[config.mk]
export PLATFORM = sky130hd
export DESIGN_NAME = text_scan_ctrl
export DESIGN_NICKNAME = d
export VERILOG_FILES = /design/src/rtl/text_scan_ctrl.sv
export SDC_FILE = /design/constraint.sdc
export NUM_CORES = 1
export LEC_CHECK = 0
export CORE_ASPECT_RATIO = 1.25
export CORE_MARGIN = 2
export CORE_UTILIZATION = 35
export CTS_BUF_LIST = sky130_fd_sc_hd__clkbuf_16
export CTS_CLUSTER_DIAMETER = 40
export CTS_CLUSTER_SIZE = 28
export DETAILED_ROUTE_END_ITERATION = 8
export PLACE_DENSITY = 0.62
export SETUP_SLACK_MARGIN = 0.4
export SKIP_LAST_GASP = 1
export SLEW_MARGIN = 20
export SYNTH_ARGS = -nofsm -noshare
export SYNTH_HDL_FRONTEND = slang
export SYNTH_SLANG_ARGS = --single-unit
[constraint.sdc]
create_clock -name clk -period 6 [get_ports clk]
set_input_delay 1.2 -clock clk [delete_from_list [all_inputs] [get_ports clk]]
set_output_delay 1.2 -clock clk [all_outputs]
set_load 0.1 [all_outputs]
[src/rtl/text_scan_ctrl.sv]
// Character-cell text scan controller: walks the raster, fetches text RAM cells and
// produces per-pixel glyph/attribute/sync/blank data two pix_en steps behind the counters.
module text_scan_ctrl #(
    parameter int unsigned H_VIS  = 640,
    parameter int unsigned H_FP   = 16,
    parameter int unsigned H_SYNC = 96,
    parameter int unsigned H_BP   = 48,
    parameter int unsigned V_VIS  = 480,
    parameter int unsigned V_FP   = 10,
    parameter int unsigned V_SYNC = 2,
    parameter int unsigned V_BP   = 33,
    parameter int unsigned COLS   = 80
) (
    input  logic        clk,
    input  logic        rst,
    input  logic        pix_en,
    input  logic        cursor_en,
    input  logic [6:0]  cursor_x,
    input  logic [4:0]  cursor_y,
    output logic [11:0] ram_addr,
    output logic        ram_en,
    input  logic [15:0] ram_data,
    output logic [7:0]  ascii,
    output logic [7:0]  attr,
    output logic [3:0]  row,
    output logic [2:0]  col,
    output logic        hsync,
    output logic        vsync,
    output logic        blank
);

    localparam int unsigned H_TOTAL = H_VIS + H_FP + H_SYNC + H_BP;
    localparam int unsigned V_TOTAL = V_VIS + V_FP + V_SYNC + V_BP;
    localparam int unsigned HW      = $clog2(H_TOTAL);
    localparam int unsigned VW      = $clog2(V_TOTAL);

    localparam logic [HW-1:0] H_LAST   = HW'(H_TOTAL - 1);
    localparam logic [HW-1:0] H_VIS_W  = HW'(H_VIS);
    localparam logic [HW-1:0] HS_FIRST = HW'(H_VIS + H_FP);
    localparam logic [HW-1:0] HS_LAST  = HW'(H_VIS + H_FP + H_SYNC - 1);
    localparam logic [VW-1:0] V_LAST   = VW'(V_TOTAL - 1);
    localparam logic [VW-1:0] V_VIS_W  = VW'(V_VIS);
    localparam logic [VW-1:0] VS_FIRST = VW'(V_VIS + V_FP);
    localparam logic [VW-1:0] VS_LAST  = VW'(V_VIS + V_FP + V_SYNC - 1);

    // Raster position and frame counters
    logic [HW-1:0] h_q, h_d;
    logic [VW-1:0] v_q, v_d;
    logic [4:0]    frame_q, frame_d;

    // Stage 1: position-derived flags
    logic [3:0] s1_row_q;
    logic [2:0] s1_col_q;
    logic       s1_vis_q, s1_hs_q, s1_vs_q, s1_hit_q;

    // Stage 2: output registers
    logic [7:0] ascii_q, attr_q, ascii_d, attr_d;
    logic [3:0] row_q;
    logic [2:0] col_q;
    logic       hsync_q, vsync_q, blank_q;

    logic        vis, in_hs, in_vs, hit;
    logic [11:0] cell_row, cell_col;

    always_comb begin
        h_d     = (h_q == H_LAST) ? '0 : h_q + 1'b1;
        v_d     = v_q;
        frame_d = frame_q;
        if (h_q == H_LAST) begin
            v_d = (v_q == V_LAST) ? '0 : v_q + 1'b1;
            if (v_q == V_LAST) begin
                frame_d = frame_q + 5'd1;
            end
        end
    end

    always_comb begin
        vis      = (h_q < H_VIS_W) && (v_q < V_VIS_W);
        in_hs    = (h_q >= HS_FIRST) && (h_q <= HS_LAST);
        in_vs    = (v_q >= VS_FIRST) && (v_q <= VS_LAST);
        cell_row = 12'(v_q >> 4);
        cell_col = 12'(h_q >> 3);
        ram_addr = vis ? 12'(cell_row * 12'(COLS) + cell_col) : 12'd0;
        // Gating with vis makes out-of-range cursor coordinates harmless
        hit      = cursor_en && frame_q[4] && vis
                   && (cell_col == {5'd0, cursor_x})
                   && (cell_row == {7'd0, cursor_y})
                   && (v_q[3:0] >= 4'd14);
    end

    always_comb begin
        ascii_d = 8'h00;
        attr_d  = 8'h00;
        if (s1_vis_q) begin
            ascii_d = ram_data[7:0];
            attr_d  = s1_hit_q ? {ram_data[15], ram_data[10:8], ram_data[11], ram_data[14:12]}
                               : ram_data[15:8];
        end
    end

    always_ff @(posedge clk or posedge rst) begin
        if (rst) begin
            h_q      <= '0;
            v_q      <= '0;
            frame_q  <= '0;
            s1_row_q <= '0;
            s1_col_q <= '0;
            s1_vis_q <= 1'b0;
            s1_hs_q  <= 1'b0;
            s1_vs_q  <= 1'b0;
            s1_hit_q <= 1'b0;
        end else if (pix_en) begin
            h_q      <= h_d;
            v_q      <= v_d;
            frame_q  <= frame_d;
            s1_row_q <= v_q[3:0];
            s1_col_q <= h_q[2:0];
            s1_vis_q <= vis;
            s1_hs_q  <= in_hs;
            s1_vs_q  <= in_vs;
            s1_hit_q <= hit;
        end
    end

    always_ff @(posedge clk or posedge rst) begin
        if (rst) begin
            ascii_q <= 8'h00;
            attr_q  <= 8'h00;
            row_q   <= '0;
            col_q   <= '0;
            hsync_q <= 1'b1;
            vsync_q <= 1'b1;
            blank_q <= 1'b1;
        end else if (pix_en) begin
            ascii_q <= ascii_d;
            attr_q  <= attr_d;
            row_q   <= s1_row_q;
            col_q   <= s1_col_q;
            hsync_q <= ~s1_hs_q;
            vsync_q <= ~s1_vs_q;
            blank_q <= ~s1_vis_q;
        end
    end

    assign ram_en = pix_en;
    assign ascii  = ascii_q;
    assign attr   = attr_q;
    assign row    = row_q;
    assign col    = col_q;
    assign hsync  = hsync_q;
    assign vsync  = vsync_q;
    assign blank  = blank_q;

endmodule

==> results by group <==
Layout
  • Share of cells above drive strength 1: 0.117
  • Antenna Cells: 0
  • Fill count: 880
  • Synth-to-layout area growth: 30.6%
  • Final net count: 447

Clock network
  • CTS Hold Bufs: 0
  • Postcts setup bufs: 0
  • CTS root buf: clkbuf_16
  • Clock sinks: 62
  • Clock buffer depth: 2
  • Clk pin slew, worst setup/hold paths: 60 ps
  • CTS buffer count: 9
  • Clk Latency, worst-skew pair: 320 ps
  • CTS tree: built
  • Max H-tree Level: 3
  • Post-CTS Resized: 0

Pwr
  • P_sw: 0.000544 W
  • Cell-internal power: 0.000955 W
  • Switching share of power: 0.363
  • Peak supply drop: 314 uV
  • Seq pwr share: 0.354
  • PwrDens: 331 nW/um^2
  • Clk pwr share: 0.353
  • Gate power share: 0.292
  • Leakage: 2.05 nW

Logic synthesis
  • Seq/Total Area, Yosys: 0.448
  • Netlist cell types: 45
  • Mapped Area: 3470 um^2
  • Syn Inst Count: 334
  • Top FF cell, synth: dfrtp_1
  • Yosys Warn Count: 0
  • Number of synthesized flops with an enable pin: 0
  • Net Count, Synth: 384
  • Syn avg cell area: 10.4 um^2
  • Ys async rst share: 1.00
  • Synthesis-stage register bit count: 62

Status
  • Status: complete, no violations

Placement
  • Pre-CTS setup slack: 1370 ps
  • GPL Wtd Cong: 0.920
  • I/O Buffers: 70
  • DP HPWL: 5.26 mm

Setup path
  • Worst EP arrival: 3760 ps
  • Startpoint types: register
  • CP Capture Type: output port
  • Critical path type: register to output port
  • Crit-path max FO: 9
  • CP required: 4800 ps

Global routing
  • GRT met2 Usage: 0.219
  • Gr busiest metal: met2
  • GR Util All Layers: 0.146
  • Total congestion overflow: 0
  • Antenna violations before repair: 0
  • GR Util met1: 0.204
  • First-pass GRT wire length: 12.5 mm
  • Largest net degree at the start of global routing: 63
  • Vias in the first global route: 2,555
  • Routing usage on met3: 0.0400

STA
  • Hold Violations, Final: 0
  • Worst Clk Skew: 6.45 ps
  • Worst-margin pin slew: 995 ps
  • Final setup viols: 0
  • Relative slew slack: 0.335
  • Unrepaired setup endpoints after global routing: no
  • Max Slew Vio Count: 0
  • Post-route worst setup slack: 1040 ps
  • Final setup TNS: 0 ps
  • Max Clk Rate: 201 MHz
  • Crit share post-route: 0.827
  • Fin crit period: 4960 ps

Floorplanning
  • Ports: 71
  • Core Footprint: 9660 um^2
  • Initial Utilization: 0.359
  • Chip Width: 93.1 um
  • Die ar.: 10,700 um^2
  • Die height: 115 um
  • Rows: 40

Route
  • Drt initial violations: 176
  • Routed WL: 7.49 mm
  • Post-route DRC: 0
  • Vias: 2,607
  • Detail Route Antenna Nets: 0
  • WL per Instance: 14.2 um
  • Pre-Repair DR Iteration Count: 4
  • Vias per cell: 4.94

Run
  • Max_cap viols: 0

Hold path
  • Min-Delay Path Class: register to register
-- synthesized netlist by cell type, types with 7 or more instances --
| cell | number | share of area |
|---|---|---|
| a21oi_1 | 8 | 0.012 |
| and2_1 | 7 | 0.013 |
| clkbuf_1 | 7 | 0.0076 |
| dfrtp_1 | 59 | 0.43 |
| ha_1 | 16 | 0.058 |
| inv_1 | 37 | 0.040 |
| mux2_2 | 18 | 0.058 |
| mux2i_1 | 7 | 0.020 |
| nand2_1 | 16 | 0.017 |
| nand3_1 | 13 | 0.019 |
| nand4_1 | 8 | 0.014 |
| nor2_1 | 12 | 0.013 |
| o21ai_0 | 23 | 0.033 |
| o22ai_1 | 7 | 0.013 |
| or3_1 | 7 | 0.013 |
| xnor2_1 | 12 | 0.030 |
| xor2_1 | 19 | 0.048 |
-- cell families (layout without fill, tap and decap cells) --
group / after synthesis / after routing / synth area share
simple gates: 96 / 96 / 0.174
flops: 62 / 62 / 0.448
buf+inv: 57 / 125 / 0.0728
compound gates: 43 / 43 / 0.0685
xor+xnor: 32 / 32 / 0.0847
mux: 26 / 26 / 0.0829
fa+ha+maj: 18 / 18 / 0.0692
-- power groups by stage --
stage	logic [W]	clock network, W	registers [W]
2_1_floorplan	0.000213	0	0.000656
3_3_place_gp	0.000439	0	0.000537
3_5_place_dp	0.000441	0	0.000538
4_1_cts	0.000444	0.000541	0.000533
5_1_grt	0.000466	0.000562	0.000542
6_report	0.000439	0.000530	0.000531
-- metal layers --
layer	wire (um)	part of all wire
met4	131	0.017
met1	3600	0.48
met5	0	0
met3	452	0.060
met2	3310	0.44
-- critical path, stage by stage (launching register included) --
cell and delay [ps]:
dfrtp_1 490, ha_1 350, ha_1 210, inv_1 70, fa_1 440, nand2b_1 200
a211oi_1 260, xnor3_1 180, and2_1 120, clkdlybuf4s50_1 1120
-- cell type report --
| type | instances | area [um^2] | share of cell area |
|---|---|---|---|
| clock buffer | 9 | 225 | 0.0497 |
| clock inverter | 7 | 81.3 | 0.0179 |
| inverter | 37 | 139 | 0.0306 |
| multi-input combinational | 215 | 1660 | 0.367 |
| sequential | 62 | 1560 | 0.343 |
| tap | 126 | 158 | 0.0348 |
| timing repair buffer | 72 | 711 | 0.157 |
-- layout by cell type, fill, tap and decap left out, drive strengths merged, types with 4 or more instances in the layout --
master,n
o21ai,23
dfrtp,59
nand3,13
clkdlybuf4s50,69
mux2,19
nand4,9
ha,16
o22ai,7
mux2i,7
or3,7
and3,4
clkbuf,9
nor4,5
nor4b,4
a21oi,8
clkinv,4
xor2,19
nand2,16
inv,38
nor2,13
xnor2,12
nand2b,4
and2,7
nor3,7
-- flip-flops by register name, summed over array words and instances, names as in the netlist, 4 cells and up --
register  flops
s1_row_q      4
ascii         8
row           4
v_q          10
h_q          10
frame_q       5
attr          8
-- worst paths after layout --
check / slack [ps] / to / cells past startpoint / start
setup / recovery: 1040 / ram_addr[10] / 9 / v_q[5]
setup reg to reg: 3710 / frame_q[1] / 6 / v_q[0]
min in group asynchronous: 1430 / row[3] / 3 / rst
hold reg to reg: 470 / frame_q[3] / 1 / frame_q[3]
max in group asynchronous: 4040 / ascii[2] / 3 / rst
hold / removal: 470 / frame_q[3] / 1 / frame_q[3]
-- stage by stage --
stage	instances	utilization	hold WS [ps]	cell area, um^2	power [W]
after floorplan	334	-	426	3470	0.000869
after global placement	512	0.438	457	4230	0.000976
after CTS	528	0.469	469	4530	0.00152
after global routing	528	0.469	509	4530	0.00157
final	528	0.469	466	4530	0.00150
after detailed placement	512	0.438	460	4230	0.000978
Note: power is estimated with default switching activity, not from simulation.
